**src/rtl/letc_pkg.sv**
```systemverilog
// Shared types for the LETC core control path: FSM states, trap causes, PC select
// and the timeout counter width helper.
package letc_pkg;

    typedef enum logic [2:0] {
        IDLE   = 3'd0,
        FETCH  = 3'd1,
        DECODE = 3'd2,
        MEM    = 3'd3,
        WB     = 3'd4,
        TRAP   = 3'd5,
        HALT   = 3'd6
    } core_state_e;

    typedef enum logic [1:0] {
        ILLEGAL       = 2'd0,
        ACCESS_FAULT  = 2'd1,
        FETCH_TIMEOUT = 2'd2,
        MEM_TIMEOUT   = 2'd3
    } trap_cause_e;

    typedef enum logic [1:0] {
        PC_NEXT = 2'd0,
        PC_TRAP = 2'd1
    } pc_sel_e;

    localparam int STATE_W = $bits(core_state_e);
    localparam int TC_W    = $bits(trap_cause_e);

    // A disabled timeout still needs a one-bit counter to keep the vector legal.
    function automatic int timer_width(input int timeout);
        return (timeout < 1) ? 1 : $clog2(timeout + 1);
    endfunction

endpackage

```
**src/rtl/core_wait_timer.sv**
```systemverilog
// Saturating handshake wait counter; flags expiry once the count reaches TIMEOUT_CYCLES.
// TIMEOUT_CYCLES = 0 pins the count at zero and never expires.
module core_wait_timer
    import letc_pkg::*;
#(
    parameter int TIMEOUT_CYCLES = 255
) (
    input  logic clk,
    input  logic rst_n,
    input  logic clr,
    input  logic en,
    output logic expired
);

    localparam int            TW    = timer_width(TIMEOUT_CYCLES);
    localparam logic [TW-1:0] LIMIT = TW'(TIMEOUT_CYCLES);

    logic [TW-1:0] r_count;

    always_ff @(posedge clk or negedge rst_n) begin
        if (!rst_n) begin
            r_count <= '0;
        end else if (clr || (TIMEOUT_CYCLES == 0)) begin
            r_count <= '0;
        end else if (en && (r_count != LIMIT)) begin
            r_count <= r_count + TW'(1);
        end
    end

    assign expired = (TIMEOUT_CYCLES != 0) && (r_count == LIMIT);

endmodule

```
**src/rtl/core_sequencer.sv**
```systemverilog
// Multi-cycle control FSM for the LETC core: fetch, decode, memory access, writeback,
// trap and debug halt, with req/ack handshakes to the fetch and LSU ports.
module core_sequencer
    import letc_pkg::*;
#(
    parameter int TIMEOUT_CYCLES = 255,
    parameter int CAUSE_W        = 4
) (
    input  logic               clk,
    input  logic               rst_n,
    output logic               fetch_req,
    input  logic               fetch_ack,
    input  logic               dec_illegal,
    input  logic               dec_is_load,
    input  logic               dec_is_store,
    input  logic               dec_writes_rd,
    output logic               mem_req,
    output logic               mem_we,
    input  logic               mem_ack,
    input  logic               mem_err,
    output logic               ir_we,
    output logic               rf_we,
    output logic               pc_we,
    output logic [1:0]         pc_sel,
    output logic               retire,
    output logic               trap_valid,
    output logic [CAUSE_W-1:0] trap_cause,
    input  logic               halt_req,
    input  logic               resume_req,
    output logic               halted,
    output logic [STATE_W-1:0] state_o
);

    localparam logic [STATE_W-1:0] S_IDLE   = IDLE;
    localparam logic [STATE_W-1:0] S_FETCH  = FETCH;
    localparam logic [STATE_W-1:0] S_DECODE = DECODE;
    localparam logic [STATE_W-1:0] S_MEM    = MEM;
    localparam logic [STATE_W-1:0] S_WB     = WB;
    localparam logic [STATE_W-1:0] S_TRAP   = TRAP;
    localparam logic [STATE_W-1:0] S_HALT   = HALT;

    logic [STATE_W-1:0] r_state;
    logic [STATE_W-1:0] w_state_next;
    logic               r_halt_pend;
    logic               r_mem_we;
    logic [TC_W-1:0]    r_trap_cause;
    logic [TC_W-1:0]    w_cause_next;
    logic               w_cause_load;

    logic w_in_fetch;
    logic w_in_mem;
    logic w_in_wb;
    logic w_in_trap;
    logic w_ack;
    logic w_expired;
    logic w_timeout;

    assign w_in_fetch = (r_state == S_FETCH);
    assign w_in_mem   = (r_state == S_MEM);
    assign w_in_wb    = (r_state == S_WB);
    assign w_in_trap  = (r_state == S_TRAP);
    assign w_ack      = (w_in_fetch && fetch_ack) || (w_in_mem && mem_ack);

    // FETCH and MEM are never adjacent, so holding the timer clear outside them
    // guarantees it starts from zero on every new handshake.
    core_wait_timer #(
        .TIMEOUT_CYCLES(TIMEOUT_CYCLES)
    ) u_wait_timer (
        .clk    (clk),
        .rst_n  (rst_n),
        .clr    (!(w_in_fetch || w_in_mem)),
        .en     (!w_ack),
        .expired(w_expired)
    );

    // An ack arriving on the expiry cycle takes precedence over the timeout.
    assign w_timeout = w_expired && !w_ack && (w_in_fetch || w_in_mem);

    always_comb begin
        w_state_next = S_IDLE;
        w_cause_load = 1'b0;
        w_cause_next = ILLEGAL;
        case (r_state)
            S_IDLE: begin
                w_state_next = (halt_req || r_halt_pend) ? S_HALT : S_FETCH;
            end
            S_FETCH: begin
                if (fetch_ack) begin
                    w_state_next = S_DECODE;
                end else if (w_timeout) begin
                    w_state_next = S_TRAP;
                    w_cause_load = 1'b1;
                    w_cause_next = FETCH_TIMEOUT;
                end else begin
                    w_state_next = S_FETCH;
                end
            end
            S_DECODE: begin
                if (dec_illegal) begin
                    w_state_next = S_TRAP;
                    w_cause_load = 1'b1;
                    w_cause_next = ILLEGAL;
                end else if (dec_is_load || dec_is_store) begin
                    w_state_next = S_MEM;
                end else begin
                    w_state_next = S_WB;
                end
            end
            S_MEM: begin
                if (mem_ack && mem_err) begin
                    w_state_next = S_TRAP;
                    w_cause_load = 1'b1;
                    w_cause_next = ACCESS_FAULT;
                end else if (mem_ack) begin
                    w_state_next = S_WB;
                end else if (w_timeout) begin
                    w_state_next = S_TRAP;
                    w_cause_load = 1'b1;
                    w_cause_next = MEM_TIMEOUT;
                end else begin
                    w_state_next = S_MEM;
                end
            end
            S_WB, S_TRAP: begin
                w_state_next = r_halt_pend ? S_HALT : S_FETCH;
            end
            S_HALT: begin
                w_state_next = (resume_req && !halt_req) ? S_FETCH : S_HALT;
            end
            default: begin
                w_state_next = S_IDLE;
            end
        endcase
    end

    always_ff @(posedge clk or negedge rst_n) begin
        if (!rst_n) begin
            r_state      <= S_IDLE;
            r_halt_pend  <= 1'b0;
            r_mem_we     <= 1'b0;
            r_trap_cause <= '0;
        end else begin
            r_state <= w_state_next;
            if ((r_state == S_HALT) && (w_state_next == S_FETCH)) begin
                r_halt_pend <= 1'b0;
            end else if (halt_req) begin
                r_halt_pend <= 1'b1;
            end
            if (r_state == S_DECODE) begin
                r_mem_we <= dec_is_store;
            end
            if (w_cause_load) begin
                r_trap_cause <= w_cause_next;
            end
        end
    end

    assign fetch_req  = w_in_fetch;
    assign ir_we      = w_in_fetch && fetch_ack;
    assign mem_req    = w_in_mem;
    assign mem_we     = w_in_mem && r_mem_we;
    assign rf_we      = w_in_wb && dec_writes_rd && !r_mem_we;
    assign pc_we      = w_in_wb || w_in_trap;
    assign pc_sel     = w_in_trap ? PC_TRAP : PC_NEXT;
    assign retire     = w_in_wb;
    assign trap_valid = w_in_trap;
    assign trap_cause = w_in_trap ? CAUSE_W'(r_trap_cause) : '0;
    assign halted     = (r_state == S_HALT);
    assign state_o    = r_state;

endmodule
```
**config.mk**
```make
export PLATFORM = sky130hd
export DESIGN_NAME = core_sequencer
export DESIGN_NICKNAME = d
export VERILOG_FILES = /design/src/rtl/letc_pkg.sv /design/src/rtl/core_wait_timer.sv /design/src/rtl/core_sequencer.sv
export SDC_FILE = /design/constraint.sdc
export NUM_CORES = 1
export LEC_CHECK = 0
export BUFFER_PORTS_ARGS = -buffer_cell sky130_fd_sc_hd__buf_2
export CORE_MARGIN = 1
export CORE_UTILIZATION = 40
export CTS_CLUSTER_DIAMETER = 30
export DETAILED_ROUTE_END_ITERATION = 7
export PLACE_DENSITY = 0.65
export SETUP_SLACK_MARGIN = 0.02
export SYNTH_ARGS = -nofsm -noshare
export SYNTH_HDL_FRONTEND = slang
export SYNTH_SLANG_ARGS = --single-unit
```
**constraint.sdc**
```tcl
create_clock -name clk -period 1.67 [get_ports clk]
set_input_delay 0.0835 -clock clk [delete_from_list [all_inputs] [get_ports clk]]
set_output_delay 0.0835 -clock clk [all_outputs]
set_load 0.01 [all_outputs]
```
==> impl_results.md, run 1 <==
- Endpoints failing setup: 0
- Period utilization: 0.9266
- WP data required: 1890 ps
- H-tree depth: 1
- Share of layout cells above drive strength 1: 0.3403
- DRC: 0
- Placed Area: between 1000 and 1500 µm²
- Drt pass-1 iters: 4
- Hpwl dp: approximately 1.8 mm
- Unrepaired setup endpoints after global routing: false
- CP delay by family, top: simple AND/OR/NAND/NOR gates
- Final hold vios: 0
- Post-placement cell count: 166
- Largest net degree at the start of global routing: 19
- CTS tree: yes
- Top cell type by total area after synthesis: dfrtp_1
- Slew Limit Fails: 0
- Leakage: 0.5877 nW
- CP Max Fanout: 3
- Tmin final: between 1500 and 2000 ps
- CTS Buf Count: 3
- Seq cells post-synth: 15
- Initial Utilization: 0.4401
- WP data arrival: ~1800 ps
- Most instantiated library cell after synthesis: dfrtp_1
- Die W: 52.28 µm
- Cell area power density: 1331 nW/µm²
- Met3 Wirelength: 147 µm
- Final nets: 157
- Vias per inst: 5.791
- Post-route worst setup slack: about 120 ps
- Netlist cell types: 44
- Multi-input logic area: 589.3 µm²
- DR top layer: met4
- Die area: approximately 2700 µm²
- Startpoint class of the critical path: flip-flop
- Gpl congestion: 0.7976
- Max Buffers Root-to-Sink: 2
- M1 wire length: between 1 and 1.5 mm
- Cell Count, Final, Fillers Out: 172
- Clock Tree Root: clkbuf_4
- Grt ovf: 0
- Sequential fraction of the synthesis area: 0.3713
- Avg Cell Area, Syn: 9.108 µm²
- EDFF count, synth: 0
- DP Worst Slack: between 60 and 70 ps
- Mapped Area: 1011 µm²
- Fin area: around 1300 µm²
- Vias in the first global route: ~970
- CP Class: reg -> reg
- Type of the tightest min-delay check: in -> reg
- Met2 wire length: 1.161 mm
- Top post-synthesis cells by area: dfrtp_1 37%, buf_4 3.0%, nor3b_1 3.0%
- Fillers: 213
- CP max-delay cell: or4_1
- Clock slew at the register clock pins of the worst setup and hold paths: ~100 ps
- Crit path capture type: flip-flop
- Boundary pin count: 29
- Area of the core: approximately 2300 µm²
- Routed Wire Length: 2.547 mm
- Worst skew pair latency: roughly 290 ps
- Worst vdd ir: 0.8278 mV
- Mapped Cells: 111
- Layout Skew: around 3.2 ps
- PnR Total Power: 1.666 mW
- Initial antenna violation count: 0
- Ant. Diodes: 0
- Max-Cap Viols: 0
- CTS Sinks: 15
- Buf/Inv on CP: 0
- DR iter-0 viols: 24
- Num rows: 17
- Top FF cell, synth: dfrtp_1
- Ys async rst share: 1.000
- Number of synthesis warnings: 0
- Detail Route Antenna Nets: 0
- PortBufs: 25
- First-pass GRT wire length: 4.209 mm
- FMAX: 646.2 MHz
- Routed via count: about 1000
- Synth top area share: 0.3713
- Post-route setup TNS: 0 ps
- Outcome: completed
- Synth top cells by count: 15 x dfrtp_1, 7 x nor2_1, 5 x a21oi_1, 5 x nand2_1, 5 x o21ai_0
- Routed len/inst: about 15 µm
- Synth-to-Final Area Change: 23.89%
- GRT Total Usage: 0.2092
- CP Cell Sequence: ha_1 > nand3_2 > o22ai_4 > or4_1 > a21oi_1
- Register Area: approximately 380 µm²
- Die height: about 52 µm
- CP max stage delay: 510 ps
[metal layers]
layer | vias up | global-route usage
met1 | 478 | 0.2645
met3 | 4 | 0.03188
li1 | 471 | -
met2 | 43 | 0.3462
met5 | - | 0
met4 | 0 | 0.1009
[timing repair]
item | 4_1_cts | 5_1_grt
setup buffers | 0 | 1
setup endpoints to repair | 0 | 12
resized for setup | 0 | 5
hold endpoints to repair | 15 | 0
hold buffers | 1 | 0
[worst register-to-register path: stages, from the launching register on]
cell and delay, ps:
dfrtp_1 410, ha_1 220, nand3_2 110, o22ai_4 80, or4_1 510, a21oi_1 140
[path summary, 6_finish.rpt]
| check | from | end | slack (ps) | cells after the start |
|---|---|---|---|---|
| worst max register to register | u_wait_timer.r_count[1]$_DFFE_PN0P_ | u_wait_timer.r_count[7]$_DFFE_PN0P_ | 120 | 5 |
| max in group asynchronous | rst_n | state_o[0]$_DFF_PN0_ | 1210 | 2 |
| worst max-delay path | u_wait_timer.r_count[1]$_DFFE_PN0P_ | u_wait_timer.r_count[7]$_DFFE_PN0P_ | 120 | 5 |
| worst min register to register | r_trap_cause[0]$_DFFE_PN0P_ | r_trap_cause[0]$_DFFE_PN0P_ | 530 | 2 |
| min in group asynchronous | rst_n | r_trap_cause[1]$_DFFE_PN0P_ | 210 | 2 |
| worst min-delay path | halt_req | r_halt_pend$_DFFE_PN0P_ | 30 | 2 |
[area by class of cell]
class                   instances  area share
repair buffers                 36      0.1678
clock inverters                 1    0.003996
well taps                      28     0.02797
multi-input cells              85      0.4705
inverters                       4     0.01199
flip-flops and latches         15      0.2997
clock buffers                   3     0.01798
[where the power goes]
part | total, mW | leakage [nW] | internal, mW | switching, mW
sequential | 0.499 | 0.194 | 0.439 | 0.0600
clock | 0.217 | 0.0177 | 0.0893 | 0.128
combinational | 0.950 | 0.376 | 0.426 | 0.524
[stage by stage]
stage | util | hold slack [ps]
after floorplan | - | -212.1
after global placement | 0.5169 | 7.651
after detailed placement | 0.5169 | 9.009
after CTS | 0.5332 | 40.31
after global routing | 0.5452 | 52.20
final | 0.5452 | 33.74
[kinds of logic after synthesis]
family,synth area share
compound gates,0.2042
xor+xnor,0.01733
fa+ha+maj,0.01237
buf+inv,0.07302
flops,0.3713
mux,0.05322
other cells,0.003709
simple gates,0.2649
[state kept, by name, summed over array words and instances (netlist names)]
| register | cells |
|---|---|
| r_halt_pend | 1 |
| u_wait_timer.r_count | 8 |
| r_mem_we | 1 |
| state_o | 3 |
| r_trap_cause | 2 |
[placed cells by master, fill, tap and decap left out, types with 5 or more instances in the layout]
master   synthesis  routed
dfrtp_1         15      15
buf_4            4      10
a21oi_1          5       5
buf_2            2      25
nor2_1           7       6
o21ai_0          5       5
nand2_1          5       5
(Power assumes the default switching activity.)
==> inputs of run 2 (changes only) <==
Settings changed: BUFFER_PORTS_ARGS -buffer_cell sky130_fd_sc_hd__buf_2 to -buffer_cell sky130_fd_sc_hd__clkbuf_2.
==> impl_results.md, run 2 (same netlist as run 1, synthesis figures left out) <==
- Largest net degree at the start of global routing: 16
- Layout Skew: 10.62 ps
- CP Class: reg -> reg
- Initial Utilization: 0.4401
- Outcome: completed
- Max FFs per register: 8
- First-pass GRT wire length: 3.815 mm
- Clock Tree Root: clkbuf_4
- Drt pass-1 iters: 4
- WP data arrival: 1770 ps
- Die W: 52.28 µm
- H-tree depth: 1
- FMAX: ~640 MHz
- Final hold vios: 0
- DRC: 0
- Worst skew pair latency: 280 ps
- Area of the core: 2297 µm²
- Num rows: 17
- DR iter-0 viols: 22
- Max-Cap Viols: 0
- Commonest cells after routing, fill and taps aside: 25 x clkbuf_2, 14 x dfrtp_1, 8 x buf_4, 6 x nor2_1
- WP data required: approximately 1900 ps
- Unrepaired setup endpoints after global routing: false
- Slew Limit Fails: 0
- Clock slew at the register clock pins of the worst setup and hold paths: 90 ps
- Grt ovf: 0
- Routed Wire Length: 2.314 mm
- Type of the tightest min-delay check: in -> reg
- Share of layout cells above drive strength 1: 0.3239
- Crit path capture type: flip-flop
- Top reg by flops: u_wait_timer.r_count
- Max Buffers Root-to-Sink: 2
- Ant. Diodes: 0
- CP startpoint: u_wait_timer.r_count[0]$_DFFE_PN0P_
- Final nets: 155
- CTS tree: yes
- Leakage: approximately 0.56 nW
- Routed len/inst: 13.61 µm
- WHS: about 57 ps
- Startpoint class of the critical path: flip-flop
- Hpwl dp: 1.769 mm
- Tmin final: between 1500 and 2000 ps
- Crit Reg-Reg Startpoint: u_wait_timer.r_count[0]$_DFFE_PN0P_
- Die height: 52.28 µm
- PortBufs: 25
- Vias per inst: 5.459
- Die area: roughly 2700 µm²
- Endpoints failing setup: 0
- Boundary pin count: 29
- Period utilization: 0.9359
- GRT Total Usage: 0.1925
- Worst setup endpoint: u_wait_timer.r_count[7]$_DFFE_PN0P_
- PnR Total Power: 1.603 mW
- CP Max Fanout: 4
- Vias in the first global route: roughly 860
- Initial antenna violation count: 0
- Routed via count: 928
- Worst Reg-to-Reg Cells: 5
- Synth-to-Final Area Change: 21.91%
- Detail Route Antenna Nets: 0
- Most common library cell in the layout ignoring fill and taps: clkbuf_2
- Cell area power density: 1301 nW/µm²
- R2r setup slk: approximately 110 ps
- Gpl congestion: 0.8005
- Worst reg2reg endpoint: u_wait_timer.r_count[7]$_DFFE_PN0P_
- CTS Buf Count: 3
- Worst vdd ir: 0.9121 mV
- Post-route setup TNS: 0 ps
- CTS Sinks: 15
[run 2: cell count changes in the layout (fill, tap and decap cells not counted), sizes merged]
cell | before | now
clkbuf | 3 | 29
buf | 35 | 8
clkinv | 1 | 0
[run 2: where the power goes]
group          internal (mW)  switching (mW)
registers              0.442          0.0924
logic                  0.409           0.454
clock network         0.0926           0.113
[run 2: stage by stage]
step / worst slack (ps) / util / instance area [µm²] / instances
finish: 107.0 / 0.5365 / 1232 / 170
global route: 30.76 / 0.5365 / 1232 / 170
CTS: 53.06 / 0.5300 / 1217 / 170
detailed placement: 78.05 / 0.5136 / 1180 / 165
global placement: 110.8 / 0.5136 / 1180 / 165
floorplan: 33.38 / - / 1018 / 113
[run 2: critical path, cell delays in order (launching register included)]
cell     delay [ps]
dfrtp_1         410
ha_1            240
nand3_2         120
o22ai_4          90
or4_1           500
a21oi_1         130
[run 2: what timing repair did]
item | in CTS | in global routing
setup buffers | 0 | 0
hold endpoints to repair | 15 | 0
endpoints found under the setup margin | 1 | 9
hold buffers | 1 | 0
gates resized for setup | 1 | 4
[run 2: how the worst min path moves through the flow]
stage	cells after the start	slack, ps	endpoint	from
floorplan	0	-210	r_halt_pend$_DFFE_PN0P_	rst_n
global placement	1	20	u_wait_timer.r_count[1]$_DFFE_PN0P_	rst_n
detailed placement	1	20	u_wait_timer.r_count[0]$_DFFE_PN0P_	rst_n
CTS	2	50	r_halt_pend$_DFFE_PN0P_	halt_req
global route	2	60	r_halt_pend$_DFFE_PN0P_	halt_req
finish	2	60	r_halt_pend$_DFFE_PN0P_	halt_req
[run 2: layout make-up]
class | count | area [µm²]
clock buffer | 4 | 26.28
fill | 224 | 1065
inverter | 4 | 15.01
multi-input combinational | 85 | 584.3
sequential | 15 | 376.6
tap | 28 | 35.03
timing repair buffer | 34 | 195.2
[run 2: routing by layer]
| layer | GRT usage | vias to the layer above | wire, µm |
|---|---|---|---|
| met5 | 0 | - | 0 |
| met4 | 0.09211 | 0 | 17 |
| met3 | 0.02609 | 2 | 88 |
| met2 | 0.2927 | 27 | 1051 |
| met1 | 0.2676 | 434 | 1157 |
| li1 | - | 465 | - |
